File: config.mk
export PLATFORM = sky130hd
export DESIGN_NAME = ospi_flash_ctrl
export DESIGN_NICKNAME = d
export VERILOG_FILES = /design/src/rtl/ospi_ctrl_pkg.sv /design/src/rtl/ospi_busy_timer.sv /design/src/rtl/ospi_flash_ctrl.sv
export SDC_FILE = /design/constraint.sdc
export NUM_CORES = 1
export LEC_CHECK = 0
export ABC_AREA = 1
export BUFFER_PORTS_ARGS = -buffer_cell sky130_fd_sc_hd__clkbuf_2
export CORE_MARGIN = 5
export CORE_UTILIZATION = 35
export DETAILED_ROUTE_END_ITERATION = 6
export GPL_TIMING_DRIVEN = 0
export PLACE_DENSITY_LB_ADDON = 0.3
export SYNTH_ARGS = -nofsm -noshare
export SYNTH_HDL_FRONTEND = slang
export SYNTH_HIERARCHICAL = 1
export SYNTH_SLANG_ARGS = --single-unit
File: constraint.sdc
create_clock -name clk -period 2.7 [get_ports clk]
set_input_delay 0.27 -clock clk [delete_from_list [all_inputs] [get_ports clk]]
set_output_delay 0.27 -clock clk [all_outputs]
set_load 0.1 [all_outputs]
File: src/rtl/ospi_ctrl_pkg.sv
// Shared definitions for the OSPI flash controller: host op encodings,
// the controller FSM state type and the value an erased flash byte reads as.
package ospi_ctrl_pkg;

   localparam logic [1:0] OP_READ    = 2'b00;
   localparam logic [1:0] OP_WRITE   = 2'b01;
   localparam logic [1:0] OP_ERASE   = 2'b10;
   localparam logic [1:0] OP_ILLEGAL = 2'b11;

   localparam logic [7:0] ERASED_VAL = 8'hFF;

   typedef enum logic [2:0] {
      IDLE  = 3'd0,
      SETUP = 3'd1,
      EXEC  = 3'd2,
      CAPT  = 3'd3,
      BUSY  = 3'd4,
      VRD   = 3'd5,
      VCMP  = 3'd6,
      RESP  = 3'd7
   } ospi_state_t;

endpackage

File: src/rtl/ospi_busy_timer.sv
// Erase busy-wait timer. load arms the counter with CYCLES; count steps it
// down once per cycle; done is high during the last cycle of the wait.
module ospi_busy_timer #(
   parameter int unsigned CYCLES = 8
) (
   input  logic clk,
   input  logic reset_n,
   input  logic load,
   input  logic count,
   output logic done
);

   localparam int unsigned CW = $clog2(CYCLES + 1);

   logic [CW-1:0] cnt;

   // Down-counter: load wins over count, and it parks at zero once expired.
   always_ff @(posedge clk or negedge reset_n) begin
      if (!reset_n) begin
         cnt <= '0;
      end else if (load) begin
         cnt <= CW'(CYCLES);
      end else if (count && (cnt != '0)) begin
         cnt <= cnt - CW'(1);
      end
   end

   assign done = (cnt == CW'(1));

endmodule

File: src/rtl/ospi_flash_ctrl.sv
// OSPI flash controller: accepts one host request at a time (read, write,
// erase), sequences the flash strobes and returns a single-cycle response.
// Handshake: a request transfers on the rising edge where req_valid and
// req_ready are both 1; req_ready is 1 only while idle; rsp_valid is a
// one-cycle pulse with no backpressure.
// Optional feature: define OSPI_CTRL_WRITE_VERIFY_EN to read back every
// write and flag a mismatch in rsp_err.
module ospi_flash_ctrl
   import ospi_ctrl_pkg::*;
#(
   parameter int unsigned ADDR_LIMIT   = 256,
   parameter int unsigned ERASE_CYCLES = 8
) (
   input  logic        clk,
   input  logic        reset_n,
   input  logic        req_valid,
   output logic        req_ready,
   input  logic [1:0]  req_op,
   input  logic [23:0] req_addr,
   input  logic [7:0]  req_wdata,
   output logic        rsp_valid,
   output logic [7:0]  rsp_rdata,
   output logic        rsp_err,
   input  logic        hold_req,
   output logic        flash_cs_n,
   output logic        flash_we,
   output logic        flash_re,
   output logic        flash_ee,
   output logic [23:0] flash_addr,
   output logic [7:0]  flash_din,
   input  logic [7:0]  flash_dout,
   output logic        flash_hold_n,
   output ospi_state_t state
);

   localparam logic [24:0] LIMIT = 25'(ADDR_LIMIT);

   logic [1:0] op_q;
   logic       hold_q;
   logic       req_bad;
   logic       erase_done;

   assign req_bad = (req_op == OP_ILLEGAL) || ({1'b0, req_addr} >= LIMIT);

   ospi_busy_timer #(.CYCLES(ERASE_CYCLES)) u_busy_timer (
      .clk     (clk),
      .reset_n (reset_n),
      .load    ((state == EXEC) && (op_q == OP_ERASE)),
      .count   (state == BUSY),
      .done    (erase_done)
   );

   // Controller FSM with registered outputs. flash_addr/flash_din double as
   // the address and write-data latches for the whole flash access.
   always_ff @(posedge clk or negedge reset_n) begin
      if (!reset_n) begin
         state        <= IDLE;
         req_ready    <= 1'b0;
         rsp_valid    <= 1'b0;
         rsp_err      <= 1'b0;
         rsp_rdata    <= ERASED_VAL;
         flash_cs_n   <= 1'b1;
         flash_we     <= 1'b0;
         flash_re     <= 1'b0;
         flash_ee     <= 1'b0;
         flash_addr   <= '0;
         flash_din    <= '0;
         flash_hold_n <= 1'b1;
         hold_q       <= 1'b0;
         op_q         <= OP_READ;
      end else begin
         hold_q       <= hold_req;
         flash_hold_n <= !hold_req;
         rsp_valid    <= 1'b0;
         flash_we     <= 1'b0;
         flash_re     <= 1'b0;
         flash_ee     <= 1'b0;
         case (state)
            IDLE: begin
               req_ready <= 1'b1;
               if (req_valid && req_ready) begin
                  req_ready <= 1'b0;
                  op_q      <= req_op;
                  if (req_bad) begin
                     state     <= RESP;
                     rsp_valid <= 1'b1;
                     rsp_err   <= 1'b1;
                     rsp_rdata <= ERASED_VAL;
                  end else begin
                     state      <= SETUP;
                     flash_cs_n <= 1'b0;
                     flash_addr <= req_addr;
                     flash_din  <= req_wdata;
                  end
               end
            end
            SETUP: begin
               // The flash hold input lags by a cycle, so wait for two quiet cycles.
               if (!hold_req && !hold_q) begin
                  state <= EXEC;
                  case (op_q)
                     OP_READ:  flash_re <= 1'b1;
                     OP_WRITE: flash_we <= 1'b1;
                     OP_ERASE: flash_ee <= 1'b1;
                     default:  ;
                  endcase
               end
            end
            EXEC: begin
               case (op_q)
                  OP_READ:  state <= CAPT;
                  OP_ERASE: state <= BUSY;
`ifdef OSPI_CTRL_WRITE_VERIFY_EN
                  OP_WRITE: begin
                     state    <= VRD;
                     flash_re <= 1'b1;
                  end
`else
                  OP_WRITE: begin
                     state     <= RESP;
                     rsp_valid <= 1'b1;
                     rsp_err   <= 1'b0;
                     rsp_rdata <= ERASED_VAL;
                  end
`endif
                  default: begin
                     state     <= RESP;
                     rsp_valid <= 1'b1;
                     rsp_err   <= 1'b1;
                     rsp_rdata <= ERASED_VAL;
                  end
               endcase
            end
            CAPT: begin
               state     <= RESP;
               rsp_valid <= 1'b1;
               rsp_err   <= 1'b0;
               rsp_rdata <= flash_dout;
            end
            BUSY: begin
               if (erase_done) begin
                  state     <= RESP;
                  rsp_valid <= 1'b1;
                  rsp_err   <= 1'b0;
                  rsp_rdata <= ERASED_VAL;
               end
            end
`ifdef OSPI_CTRL_WRITE_VERIFY_EN
            VRD: begin
               state <= VCMP;
            end
            VCMP: begin
               state     <= RESP;
               rsp_valid <= 1'b1;
               rsp_err   <= (flash_dout != flash_din);
               rsp_rdata <= flash_dout;
            end
`endif
            RESP: begin
               state      <= IDLE;
               req_ready  <= 1'b1;
               flash_cs_n <= 1'b1;
               flash_addr <= '0;
               flash_din  <= '0;
            end
            default: begin
               state <= IDLE;
            end
         endcase
      end
   end

endmodule

Yosys cells after proc, flatten, opt, wreduce, memory -nomap -nowiden
Cells that the tools add are included.
{"block": "totals", "input_bits": 46, "ff_bits": 58}
{"block": "op_classes", "n_lt_le_gt_ge": 1, "add_sub_neg": 1, "n_eq_ne": 15, "muxes": 43, "n_reduce_logical": 18}
{"operator": "24-bit two-way mux", "n": 2}
{"operator": "8-bit two-way mux", "n": 6}
{"operator": "24-bit case mux with 2 select lines", "n": 1}
{"operator": "8-bit case mux with 4 select lines", "n": 1}
{"operator": "24-bit by 9-bit >= comparator with 1-bit output (second input constant)", "n": 1}
{"operator": "1-bit two-way mux", "n": 19}
{"operator": "8-bit case mux with 2 select lines", "n": 1}
{"operator": "3-bit case mux with 5 select lines", "n": 1}
{"operator": "3-bit two-way mux", "n": 4}
{"operator": "2-bit inequality test (second input constant)", "n": 6}
{"operator": "4-bit two-way mux", "n": 2}
{"operator": "1-bit case mux with 4 select lines", "n": 2}
{"operator": "4-bit nonzero test", "n": 2}
{"operator": "3-bit by 2-bit equality test with 1-bit output (second input constant)", "n": 2}
{"operator": "3-bit equality test (second input constant)", "n": 2}
{"operator": "1-bit case mux with 2 select lines", "n": 3}
{"operator": "3-bit case mux with 2 select lines", "n": 1}
{"operator": "3-bit AND reduction", "n": 2}
{"operator": "5-bit AND reduction", "n": 1}
{"operator": "2-bit equality test (second input constant)", "n": 2}
{"operator": "4-bit by 1-bit equality test with 1-bit output (second input constant)", "n": 1}
{"operator": "1-bit logical AND", "n": 4}
{"operator": "2-bit nonzero test", "n": 2}
{"operator": "4-bit by 1-bit subtractor with 4-bit output (second input constant)", "n": 1}
{"operator": "8 further kinds", "n": 9}

Longest topological paths before layout
{"block": "depth", "word_depth": 5, "ltp_mapped": 9}

By module
The synthesis kept the hierarchy.
{"module": "ospi_flash_ctrl", "cells_per_inst": 276, "instances": 1, "seq_area_each_um2": 1363.8, "area_per_inst_um2": 2406.1}
{"module": "ospi_busy_timer", "cells_per_inst": 33, "instances": 1, "seq_area_each_um2": 100.1, "area_per_inst_um2": 279.0}

Worst setup path after synthesis
No wires, ideal clock.
{"block": "synth_path", "path_type": "reg2reg", "from": "reg req_ready", "to": "reg flash_addr[0]", "setup_slack_ps": 635, "stages_incl_launch_ff": 7, "period_less_slack_ps": 2065, "path_buffers": 1, "arrival_time_ps": 1942, "required_ps": 2577, "cell_sequence": "dfrtp_1 -> nand2_1 -> nor2_8 -> nand4_4 -> buf_6 -> nand3_1 -> nand2_1"}
{"block": "synth_between", "elab_chain_cells": 3}
{"element": "from (decl)", "line_no": "ospi_flash_ctrl.sv:17", "rtl": "output logic req_ready,"}
{"element": "from (signal assigned)", "line_no": "ospi_flash_ctrl.sv:58", "rtl": "req_ready <= 1'b0;"}
{"element": "from (signal assigned)", "line_no": "ospi_flash_ctrl.sv:80", "rtl": "req_ready <= 1'b1;"}
{"element": "from (signal assigned)", "line_no": "ospi_flash_ctrl.sv:82", "rtl": "req_ready <= 1'b0;"}
{"element": "1-bit logical AND", "line_no": "ospi_flash_ctrl.sv:81", "rtl": "if (req_valid && req_ready) begin"}
{"element": "2-bit inequality test (no source line)"}
{"element": "3-bit AND reduction (no source line)"}
{"element": "to (signal assigned)", "line_no": "ospi_flash_ctrl.sv:92", "rtl": "flash_addr <= req_addr;"}
{"element": "to (decl)", "line_no": "ospi_flash_ctrl.sv:29", "rtl": "output logic [23:0] flash_addr,"}
No other way between the ends.
A chain may end at the register's enable or synchronous reset.

Worst setup path in the final report
{"block": "layout_path", "from": "reg u_busy_timer.cnt[1]", "to": "reg rsp_err"}
{"block": "layout_between", "elab_chain_cells": 3}
{"element": "from (decl)", "line_no": "ospi_busy_timer.sv:15", "rtl": "logic [CW-1:0] cnt;"}
{"element": "from (signal assigned)", "line_no": "ospi_busy_timer.sv:22", "rtl": "cnt <= CW'(CYCLES);"}
{"element": "from (signal assigned)", "line_no": "ospi_busy_timer.sv:24", "rtl": "cnt <= cnt - CW'(1);"}
{"element": "4-bit by 1-bit equality test with 1-bit output", "line_no": "ospi_busy_timer.sv:28", "rtl": "assign done = (cnt == CW'(1));"}
{"element": "via erase_done", "line_no": "ospi_flash_ctrl.sv:41", "rtl": "logic erase_done;"}
{"element": "2-bit inequality test (no source line)"}
{"element": "5-bit AND reduction (no source line)"}
{"element": "to (signal assigned)", "line_no": "ospi_flash_ctrl.sv:60", "rtl": "rsp_err <= 1'b0;"}
{"element": "to (signal assigned)", "line_no": "ospi_flash_ctrl.sv:87", "rtl": "rsp_err <= 1'b1;"}
{"element": "to (signal assigned)", "line_no": "ospi_flash_ctrl.sv:122", "rtl": "rsp_err <= 1'b0;"}
{"element": "to (decl)", "line_no": "ospi_flash_ctrl.sv:23", "rtl": "output logic rsp_err,"}
The timed path passes the listed nets, and every way through them passes these cells.

==> reports/results.ini <==
[run_status]
status=completed

[clock_network]
clockRootBuffer=clkbuf_8
post_cts_resized=0
clock_latency_ns=0.33
numCtsBuffers=9
post_cts_buffers=0
cts_buffer_depth=2
cts_tree=done
hold_buffers=0
cts.sinks=58
clkTransAtPathRegs_ns=0.07
cts-htree-levels=3

[power_and_ir_drop]
switchingPower_uw=2484
intPower_uw=2005
p_leak_uw=0.001948
power.density_nw_per_um2=1292
comb_power_share_pct=55.7
ir_worst_vdd_uv=655.1
clkPwrFrac_pct=16.1
switching_share_pct=55.33
pwr-share-seq_pct=28.2

[sta]
hold_violations=0
setup_violations=0
holdWs_ns=0.01802
fin_crit_sh_pct=63.81
drv_slew=0
slew-limit-headroom_pct=47.22
max_freq_ghz=0.5805
skew_ns=0.01024
finalSetupTns_ns=0
min_period_ns=1.723
worstMarginPinSlew_ns=0.7917
rsz0062_at_grt=false

[detailed_routing]
routed_via_density=4.478
drtIter0Drc=68
dr_total_vias=2342
detail_route.wl_per_cell_um=12.34
drt_wl_total_mm=6.454
postRouteAntennaNets=0
drt-pass1-iter-count=4
drc_errors=0

[floorplan]
core_area_um2=7607
io_pins=97
std_cell_rows=32
die_w_um=97.59
fp.dieH_um=97.59
fp.dieArea_um2=9523
start_util_pct=35.30

[worst_hold_path]
hold_path_class=in -> async

[yosys]
yosysTopAreaCell=dfrtp_1
synthesis.area_um2=2685
yosysMostFrequentCell=nand2_1
synth.area.top_cells=dfrtp_1 (45%), nand2_1 (10%), dfstp_2 (9.8%), nand3_1 (9.1%), inv_1 (5.0%)
postSynthAreaPerCell_um2=8.690
netlist.area_leader.share_pct=44.73
ys_dominant_reg_cell=dfrtp_1
ys_top_cells_by_count=nand2_1 (74), nand3_1 (49), dfrtp_1 (48), inv_1 (36), nor2_1 (36)
ys_ff_latch=58
yosys.cell_types.count=33
ys_async_sr_fraction_pct=100.0
synth_nets=358
synth-edff-count=0
seq_area_frac_synth_pct=54.52
yosysWarnings=6
syn_inst=309

[critical_path]
cp_max_fo=10
r2r_cells=8
r2r_slack_ns=0.98
worst-path-stages=8
crit_family=buffers and inverters
crit_path_start_kind=flip-flop
critPathCaptureType=flip-flop
cp_slowest_stage_delay_ns=0.37
cp_slowest_cell=dfrtp_1
path_class=reg -> reg
crit_top_cell=inv_1
cp_num_buf_inv=3
crit_chain=inv_1 > ha_1 > nor3b_1 > inv_1 > o21ai_0 > clkinv_1 > nand3_1 > nand2_1
arrival_ns=1.94
cp_data_required_time_ns=2.92

[placed_design]
gp_congestion=0.7334
hpwlAfterDp_mm=4.810
io_buffers=96
dp_cells=507

[global_route]
grt_pass1_wl_mm=11.14
grt_pass1_vias=2411
use_met3_pct=5.671
met1_usage_pct=17.29
antenna_found_initial=0
grt_max_degree=59
top_usage_layer=met2
grtUsageMet2_pct=23.30
track_usage_pct=14.44
grt-ovfl-total=0

[cells_and_area]
seqCellArea_um2=1464
areaGrowthSynthToFinish_pct=29.40
fill_cells=794
diodes=0
multi_input_area_um2=1018
drive_above_1_share_pct=36.58
instances_no_fill=523
nets=465

[run]
drv_cap=0

==> path summary, 6_finish.rpt <==
kind | start | to
setup / recovery | u_busy_timer/cnt[1] | rsp_err
max in group asynchronous | reset_n | flash_din[3]
hold / removal | reset_n | hold_q
min in group clk | hold_req | flash_hold_n
hold reg to reg | flash_cs_n | flash_cs_n
setup reg to reg | u_busy_timer/cnt[1] | rsp_err
==> flip-flops by register name (all words and copies together) (netlist names), 2 cells and up <==
signal,count
flash_addr,24
flash_din,8
op_q,2
rsp_rdata,8
state,3
u_busy_timer/cnt,4
==> cell type report <==
class                           count  share of cell area (%)
Tap cell                          102                   3.673
Clock buffer                       10                   3.961
Multi-Input combinational cell    205                   29.31
Timing Repair Buffer               96                   13.90
Clock inverter                      6                   1.188
Buffer                              5                   1.332
Inverter                           41                   4.501
Sequential cell                    58                   42.13
==> layout by cell type, fill, tap and decap left out, drive strengths merged <==
cell and instances:
clkbuf 107, nand2 81, nand3 51, dfrtp 48, inv 41, nor2 40
dfstp 10, or2 10, o21ai 8, buf 4, nor3 3, clkinvlp 3
ha 3, nand4 3, clkinv 3, a21oi 2, and2 1, a21boi 1
nor3b 1, xor2 1
==> kinds of logic (layout without fill, tap and decap cells) <==
family | after synthesis | in the layout | synth area share (%)
xor gates and xnor gates | 1 | 1 | 0.3262
adders and majority gates | 3 | 3 | 1.398
DFF | 58 | 58 | 54.52
buffers and inverters | 46 | 158 | 7.548
AOI/OAI and AO/OA | 11 | 11 | 2.283
and+or+nand+nor | 190 | 190 | 33.92
==> metrics by stage <==
| stage | worst slack [ns] | instance area [um^2] | utilization, % | power (uW) |
|---|---|---|---|---|
| floorplan | 0.6352 | 2685 | - | 3348 |
| global placement | 1.011 | 3293 | 43.29 | 3761 |
| detailed placement | 0.9985 | 3296 | 43.32 | 3797 |
| CTS | 0.9865 | 3475 | 45.67 | 4534 |
| global route | 0.8126 | 3475 | 45.67 | 4800 |
| finish | 0.9772 | 3475 | 45.67 | 4488 |
==> power by group through the flow <==
stage	Combinational (uW)	Sequential, uW	Clock [uW]
floorplan	921	2430	0
global placement	2480	1280	0
detailed placement	2520	1280	0
CTS	2520	1270	746
global route	2710	1300	791
finish	2500	1270	721
==> per-layer routing <==
| layer | routed length (um) | vias up |
|---|---|---|
| met3 | 519 | 9 |
| met4 | 117 | 0 |
| met5 | 0 | - |
| met1 | 2845 | 1076 |
| met2 | 2971 | 80 |
| li1 | - | 1177 |
Power figures use the tool's default switching activity.
